### config.mk
export PLATFORM = sky130hd
export DESIGN_NAME = mem_port_arbiter
export DESIGN_NICKNAME = d
export VERILOG_FILES = /design/src/rtl/mem_port_arbiter.sv
export SDC_FILE = /design/constraint.sdc
export NUM_CORES = 1
export LEC_CHECK = 0
export ABC_AREA = 0
export CAP_MARGIN = 10
export CORE_ASPECT_RATIO = 1.25
export CORE_MARGIN = 2
export CORE_UTILIZATION = 40
export CTS_CLUSTER_SIZE = 8
export DETAILED_ROUTE_END_ITERATION = 6
export GPL_ROUTABILITY_DRIVEN = 0
export PLACE_DENSITY = 0.8
export SETUP_SLACK_MARGIN = 0.4
export SYNTH_ARGS = -nofsm -noshare
export SYNTH_HDL_FRONTEND = slang
export SYNTH_SLANG_ARGS = --single-unit
### constraint.sdc
create_clock -name clk -period 3.5 [get_ports clk]
set_clock_uncertainty 0.05 [all_clocks]
set_input_delay 0.7 -clock clk [delete_from_list [all_inputs] [get_ports clk]]
set_output_delay 0.7 -clock clk [all_outputs]
set_load 0.01 [all_outputs]
### src/rtl/mem_port_arbiter.sv
// mem_port_arbiter: shares one memory port between IF and DM, DM priority with starvation guard for IF
module mem_port_arbiter #(
  parameter int STARVE_MAX = 3,
  parameter int CNT_W = 2
) (
  input  logic        clk,
  input  logic        rst_n,
  input  logic        if_req,
  input  logic [31:0] if_addr,
  output logic        if_ready,
  output logic [31:0] if_rdata,
  input  logic        dm_req,
  input  logic        dm_we,
  input  logic [31:0] dm_addr,
  input  logic [31:0] dm_wdata,
  output logic        dm_ready,
  output logic [31:0] dm_rdata,
  output logic        mem_en,
  output logic        mem_we,
  output logic [31:0] mem_addr,
  output logic [31:0] mem_wdata,
  input  logic        mem_ack,
  input  logic [31:0] mem_rdata
);
  typedef enum logic [1:0] {IDLE, BUSY_IF, BUSY_DM, DONE} state_t;
  localparam logic [CNT_W-1:0] MAX_CNT = CNT_W'(STARVE_MAX);
  state_t state, state_nx;
  logic [CNT_W-1:0] starve_cnt;
  logic force_if, grant_dm, grant_if, ack_if, ack_dm;
  assign force_if = (starve_cnt == MAX_CNT) & if_req;
  assign grant_dm = (state == IDLE) & dm_req & ~force_if;
  assign grant_if = (state == IDLE) & ~grant_dm & if_req;
  assign ack_if = (state == BUSY_IF) & mem_ack;
  assign ack_dm = (state == BUSY_DM) & mem_ack;
  always_comb begin
    state_nx = state;
    state_nx = (state == IDLE) ? (grant_dm ? BUSY_DM : grant_if ? BUSY_IF : IDLE) :
               (state == DONE) ? IDLE :
               mem_ack ? DONE : state;
  end
  always_ff @(posedge clk) begin
    if (!rst_n) begin
      state <= IDLE;
      starve_cnt <= '0;
      mem_en <= 1'b0;
      mem_we <= 1'b0;
      mem_addr <= '0;
      mem_wdata <= '0;
      if_ready <= 1'b0;
      dm_ready <= 1'b0;
      if_rdata <= '0;
      dm_rdata <= '0;
    end else begin
      state <= state_nx;
      mem_en <= grant_dm | grant_if;
      if (grant_dm) begin
        mem_addr <= dm_addr;
        mem_we <= dm_we;
        mem_wdata <= dm_wdata;
        starve_cnt <= !if_req ? '0 : (starve_cnt == MAX_CNT) ? starve_cnt : starve_cnt + 1'b1;
      end else if (grant_if) begin
        mem_addr <= if_addr;
        mem_we <= 1'b0;
        starve_cnt <= '0;
      end
      if_ready <= ack_if;
      dm_ready <= ack_dm;
      if (ack_if) if_rdata <= mem_rdata;
      if (ack_dm & ~mem_we) dm_rdata <= mem_rdata;
    end
  end
endmodule

==> results of run 1 <==
==> sequential cells by signal (all words and copies together) (netlist names) <==
name,cells
dm_rdata,32
dm_ready,1
if_rdata,32
if_ready,1
mem_addr,32
mem_en,1
mem_wdata,32
mem_we,1
starve_cnt,2
state,2
==> worst max-delay path: stages <==
cell,delay [ns]
clkdlybuf4s50_1,0.52
buf_4,0.24
nor2_4,0.06
o21a_1,0.36
buf_4,0.30
a221o_1,0.37
==> cells by family after synthesis <==
logic type                 synth area share
AOI/OAI and AO/OA                     0.234
DFF                                   0.488
adders and majority gates           0.00224
and+or+nand+nor                       0.210
buffers and inverters                0.0653
==> cell usage in the layout, fill, tap and decap left out, types with 2 or more instances in the layout <==
cell	instances
clkdlybuf4s50_1	264
nand2_1	192
dfxtp_1	136
a21oi_1	98
nor3_1	35
o21ai_0	34
nand3_1	33
a2111oi_0	32
a221o_1	32
buf_4	18
clkbuf_16	17
nor2_1	3
bufinv_16	3
clkbuf_8	3
clkinvlp_4	3
clkinv_2	2
nor2_4	2
clkinv_4	2
==> synthesized netlist by cell type, drive strengths merged <==
library cell,number,share of area
a21oi,98,0.088
or3b,1,0.0016
dfxtp,136,0.49
a32o,1,0.0018
nor4bb,1,0.0018
nand4bb,1,0.0020
or2,1,0.0016
o21ai,34,0.031
a2111oi,32,0.050
nor3b,1,0.0022
nor2,5,0.0047
and2,1,0.0011
nand3,33,0.030
nor3,35,0.031
a22o,1,0.0016
nand3b,1,0.0013
o31a,1,0.0016
a221o,32,0.057
a221oi,1,0.0016
inv,2,0.0013
ha,1,0.0022
buf,22,0.028
nand2,193,0.13
clkbuf,54,0.036
and3b,1,0.0016
nand2b,1,0.0011
o21a,1,0.0013
==> path summary, 6_finish.rpt <==
kind,startpoint,endpoint,cells past startpoint
max,dm_req,mem_addr[5],6
min reg2reg,dm_rdata[20],dm_rdata[20],2
min,dm_rdata[20],dm_rdata[20],2
max reg2reg,state[1],mem_addr[5],4
==> report_power, final <==
group,internal (W),switching (W)
combinational,0.000494,0.000459
sequential,0.00168,0.0000808
clock,0.00118,0.000659
total,0.00335,0.00120
==> per-layer routing <==
metal / wire length [um] / vias to the layer above
li1: - / 2894
met1: 6900 / 2719
met2: 8380 / 255
met3: 1590 / 35
met4: 471 / 0
met5: 0 / -
==> cell type report <==
class / count / area [um2]
fill: 1176 / 4830
timing repair buffer: 283 / 2780
sequential: 136 / 2720
multi-input combinational: 477 / 2520
clock buffer: 21 / 470
tap: 175 / 219
clock inverter: 10 / 144
inverter: 2 / 8.76
==> per-stage QoR <==
step / utilization / std cells / setup WS (ns)
finish: 0.648 / 1104 / 1.18
floorplan: - / 691 / 1.61
CTS: 0.648 / 1104 / 1.20
detailed placement: 0.603 / 1073 / 0.772
global route: 0.648 / 1104 / 1.10
global placement: 0.603 / 1073 / 0.827
==> flow_metrics.env, run 1 <==
export IMPL_r2r_setup_slack_ns=1.55
export IMPL_cp_arrival_ns=2.56
export IMPL_area_growth_pct=59.0
export IMPL_placed_cell_area_um2=8250
export IMPL_antennaDiodeCount=0
export IMPL_coreArea_um2=13700
export IMPL_rows=48
export IMPL_maxSlewHeadroom=0.608
export IMPL_ys_seq_elements=136
export IMPL_start_util=0.407
export IMPL_synth_avg_cell_area_um2=8.07
export IMPL_grt_max_degree=67
export IMPL_top_usage_layer="met2"
export IMPL_post_dp_hpwl_um=11700
export IMPL_cts_inserted_buffers=17
export IMPL_clock_latency_ns=0.41
export IMPL_maxCapViolations=0
export IMPL_synth_nets=826
export IMPL_syn_inst=691
export IMPL_post_cts_resized=0
export IMPL_wl_per_cell_um=15.7
export IMPL_drtIter0Drc=301
export IMPL_slew_viol_final=0
export IMPL_setup_viol_count_final=0
export IMPL_cts_root_buf="clkbuf_16"
export IMPL_post_route_cell_area_um2=8870
export IMPL_tightest_slew_ns=0.588
export IMPL_die_area_um2=14900
export IMPL_cts_buffer_depth=2
export IMPL_hp_class="reg -> reg"
export IMPL_io_pins=266
export IMPL_clk_pin_slew_ns=0.06
export IMPL_drc=0
export IMPL_end_kind="flip-flop"
export IMPL_hold_viol_final=0
export IMPL_grt_use_met1=0.255
export IMPL_fin_tns_setup_ns=0
export IMPL_worstSetupPathType="in -> reg"
export IMPL_worstPathMaxFanout=20
export IMPL_holdWs_ns=0.401
export IMPL_gr_usage_met3=0.0930
export IMPL_power_density_nw_per_um2=513
export IMPL_clock_fmax_mhz=432
export IMPL_vias=5903
export IMPL_grtUsageTotal=0.227
export IMPL_rsz0062_at_grt="no"
export IMPL_die_x_um=110
export IMPL_fin_crit_sh=0.662
export IMPL_postCtsSetupRepairBufs=0
export IMPL_status="completed"
export IMPL_p_total_w=0.00455
export IMPL_p_leak_nw=3.11
export IMPL_drive_gt1_frac=0.0603
export IMPL_cts_sinks=136
export IMPL_antenna_found_initial=0
export IMPL_cts_tree="built"
export IMPL_routed_via_density=5.35
export IMPL_wirelength_um=17300
export IMPL_cp_start_kind="input pin"
export IMPL_fin_nets=1052
export IMPL_numPortBuffers=265
export IMPL_die_h_um=136
export IMPL_period_needed_ns=2.32
export IMPL_gr_usage_met2=0.379
export IMPL_grt_pass1_wl_um=26700
export IMPL_cp_required_ns=3.74
export IMPL_synth_distinct_cells=31
export IMPL_cts_hold_buf=0
export IMPL_drtAntennaViolNets=0
export IMPL_htreeDepth=4
export IMPL_first_pass_iters=5
export IMPL_syn_area_um2=5580
export IMPL_peakVddDrop_mv=0.254
export IMPL_grt_pass1_vias=5414
export IMPL_synth_warning_count=0
export IMPL_seq_area_frac_synth=0.488
export IMPL_grt_ovfl_total=0
(Power assumes the default switching activity.)
==> run 2, diff against run 1 <==
==> constraint.sdc (replaced) <==
create_clock -name clk -period 2.2 [get_ports clk]
set_clock_uncertainty 0.05 [all_clocks]
set_input_delay 0.44 -clock clk [delete_from_list [all_inputs] [get_ports clk]]
set_output_delay 0.44 -clock clk [all_outputs]
set_load 0.01 [all_outputs]
==> run 2 against run 1 <==
Cell count increased by 0.72%. Worst setup slack worse by 0.75 ns. Register-to-register slack got worse by 1.0 ns. Via count fell by 0.34%. Power increased by 60%. Critical path type is now reg -> out. Critical endpoint is now mem_wdata[18]. Largest cell class unchanged. Largest power group unchanged.
==> flow_metrics.env, run 2 (same netlist as run 1, synthesis figures left out) <==
export IMPL_status="completed"
export IMPL_vias=5883
export IMPL_clk_pin_slew_ns=0.06
export IMPL_clock_fmax_mhz=565
export IMPL_cts_inserted_buffers=17
export IMPL_switching_power_w=0.00197
export IMPL_clockPowerShare=0.402
export IMPL_fin_crit_sh=0.805
export IMPL_end_kind="primary output"
export IMPL_crit_family="buffers and inverters"
export IMPL_grtUsageTotal=0.231
export IMPL_min_from="if_rdata[15]"
export IMPL_grt_pass1_wl_um=27300
export IMPL_htreeDepth=4
export IMPL_cts_sinks=136
export IMPL_worstSetupPathType="reg -> out"
export IMPL_post_dp_hpwl_um=11900
export IMPL_final_common_cell="nand2_1"
export IMPL_first_pass_iters=5
export IMPL_p_leak_nw=4.42
export IMPL_drive_gt1_frac=0.0704
export IMPL_rows=48
export IMPL_cts_hold_buf=0
export IMPL_grt_ovfl_total=0
export IMPL_io_pins=266
export IMPL_drtIter0Drc=320
export IMPL_numPortBuffers=265
export IMPL_worst_r2r_cell_count=4
export IMPL_drtAntennaViolNets=0
export IMPL_r2r_start="state[1]"
export IMPL_p_total_w=0.00726
export IMPL_die_area_um2=14900
export IMPL_cts_buffer_depth=2
export IMPL_start_util=0.407
export IMPL_cts_root_buf="clkbuf_16"
export IMPL_timing_rr_end="mem_addr[29]"
export IMPL_cp_arrival_ns=1.28
export IMPL_maxSlewHeadroom=0.700
export IMPL_setup_viol_count_final=0
export IMPL_antenna_found_initial=0
export IMPL_min_to="if_rdata[15]"
export IMPL_peakVddDrop_mv=0.519
export IMPL_hold_viol_final=0
export IMPL_cp_start_kind="flip-flop"
export IMPL_combPwrFrac=0.212
export IMPL_period_needed_ns=1.77
export IMPL_coreArea_um2=13700
export IMPL_maxCapViolations=0
export IMPL_switching_share=0.271
export IMPL_layout_common_cells="192 x nand2_1, 178 x clkdlybuf4s50_1, 134 x dfxtp_1, 98 x a21oi_1, 67 x dlymetal6s2s_1"
export IMPL_grt_max_degree=67
export IMPL_grt_pass1_vias=5638
export IMPL_worst_path_buf_inv=1
export IMPL_routed_via_density=5.29
export IMPL_slew_viol_final=0
export IMPL_max_stage_delay_ns=0.54
export IMPL_clock_latency_ns=0.40
export IMPL_tightest_slew_ns=0.439
export IMPL_wirelength_um=17800
export IMPL_fin_nets=1059
export IMPL_hold_depth=2
export IMPL_drc=0
export IMPL_worstPathMaxFanout=2
export IMPL_power_density_nw_per_um2=792
export IMPL_p_seq_frac=0.386
export IMPL_area_growth_pct=64.5
export IMPL_cp_required_ns=1.71
export IMPL_internal_power_w=0.00529
export IMPL_cts_tree="built"
export IMPL_fin_tns_setup_ns=0
export IMPL_antennaDiodeCount=0
export IMPL_die_x_um=110
export IMPL_hp_class="reg -> reg"
export IMPL_die_h_um=136
export IMPL_wl_per_cell_um=16.0
export IMPL_rsz0062_at_grt="yes"
export IMPL_slowest_stage="clkdlybuf4s50_1"
export IMPL_crit_chain="clkdlybuf4s50_1"
export IMPL_r2r_setup_slack_ns=0.51
## run 2: changes by cell type in the layout (fill, tap and decap cells not counted), sizes merged
| cell | change |
|---|---|
| dlymetal6s2s | +67 |
| clkdlybuf4s50 | -86 |
| inv | +2 |
| dlygate4sd2 | +19 |
| clkinvlp | +1 |
| or2 | +1 |
| buf | +6 |
| clkbuf | -2 |
## run 2: repair_timing
action / in CTS / in global routing
pin swaps: 0 / 0
resized for setup: 21 / 71
cloned: 0 / 1
endpoints found under the setup margin: 45 / 83
setup buffers: 0 / 0
## run 2: through the flow
stage | cell area (um2) | utilization | instances | setup WS [ns] | hold WS [ns]
global placement | 8400 | 0.613 | 1079 | 0.0438 | 0.391
detailed placement | 8400 | 0.613 | 1079 | 0.0688 | 0.395
finish | 9170 | 0.670 | 1112 | 0.430 | 0.399
global route | 9170 | 0.670 | 1112 | 0.359 | 0.416
CTS | 8990 | 0.656 | 1111 | 0.400 | 0.403
floorplan | 5580 | - | 691 | 0.565 | 0.396
## run 2: final cells by class
type	instances	area, um2
Clock buffer	19	443
Clock inverter	13	169
Fill cell	1132	4520
Inverter	2	8.76
Multi-Input combinational cell	478	2530
Sequential cell	136	2730
Tap cell	175	219
Timing Repair Buffer	289	3080
## run 2: how the worst max path moves through the flow
| stage | startpoint | end | cells after the start |
|---|---|---|---|
| after detailed placement | if_req | mem_addr[14] | 5 |
| after floorplan | dm_req | mem_addr[10] | 5 |
| after global placement | if_req | mem_addr[16] | 5 |
| final | mem_wdata[18] | mem_wdata[18] | 1 |
| after CTS | mem_wdata[11] | mem_wdata[11] | 1 |
| after global routing | if_req | mem_addr[27] | 5 |
## run 2: routing by layer
metal / global-route usage / part of all wire / up-vias
met5: 0 / 0 / -
met2: 0.407 / 0.50 / 229
li1: - / - / 2910
met1: 0.256 / 0.38 / 2712
met3: 0.0753 / 0.087 / 32
met4: 0.0816 / 0.027 / 0
## run 2: power groups by stage
stage	logic (W)	registers [W]	clock network [W]
after floorplan	0.000667	0.00292	0
after global placement	0.00157	0.00285	0
final	0.00154	0.00280	0.00292
after CTS	0.00157	0.00281	0.00298
after detailed placement	0.00159	0.00285	0
after global routing	0.00166	0.00283	0.00309
## run 2: tightest hold or removal path, delay by kind of cell (launching register included)
kind | cells | cell delay (ns)
simple gates | 1 | 0.05
flops | 1 | 0.30
compound gates | 1 | 0.05
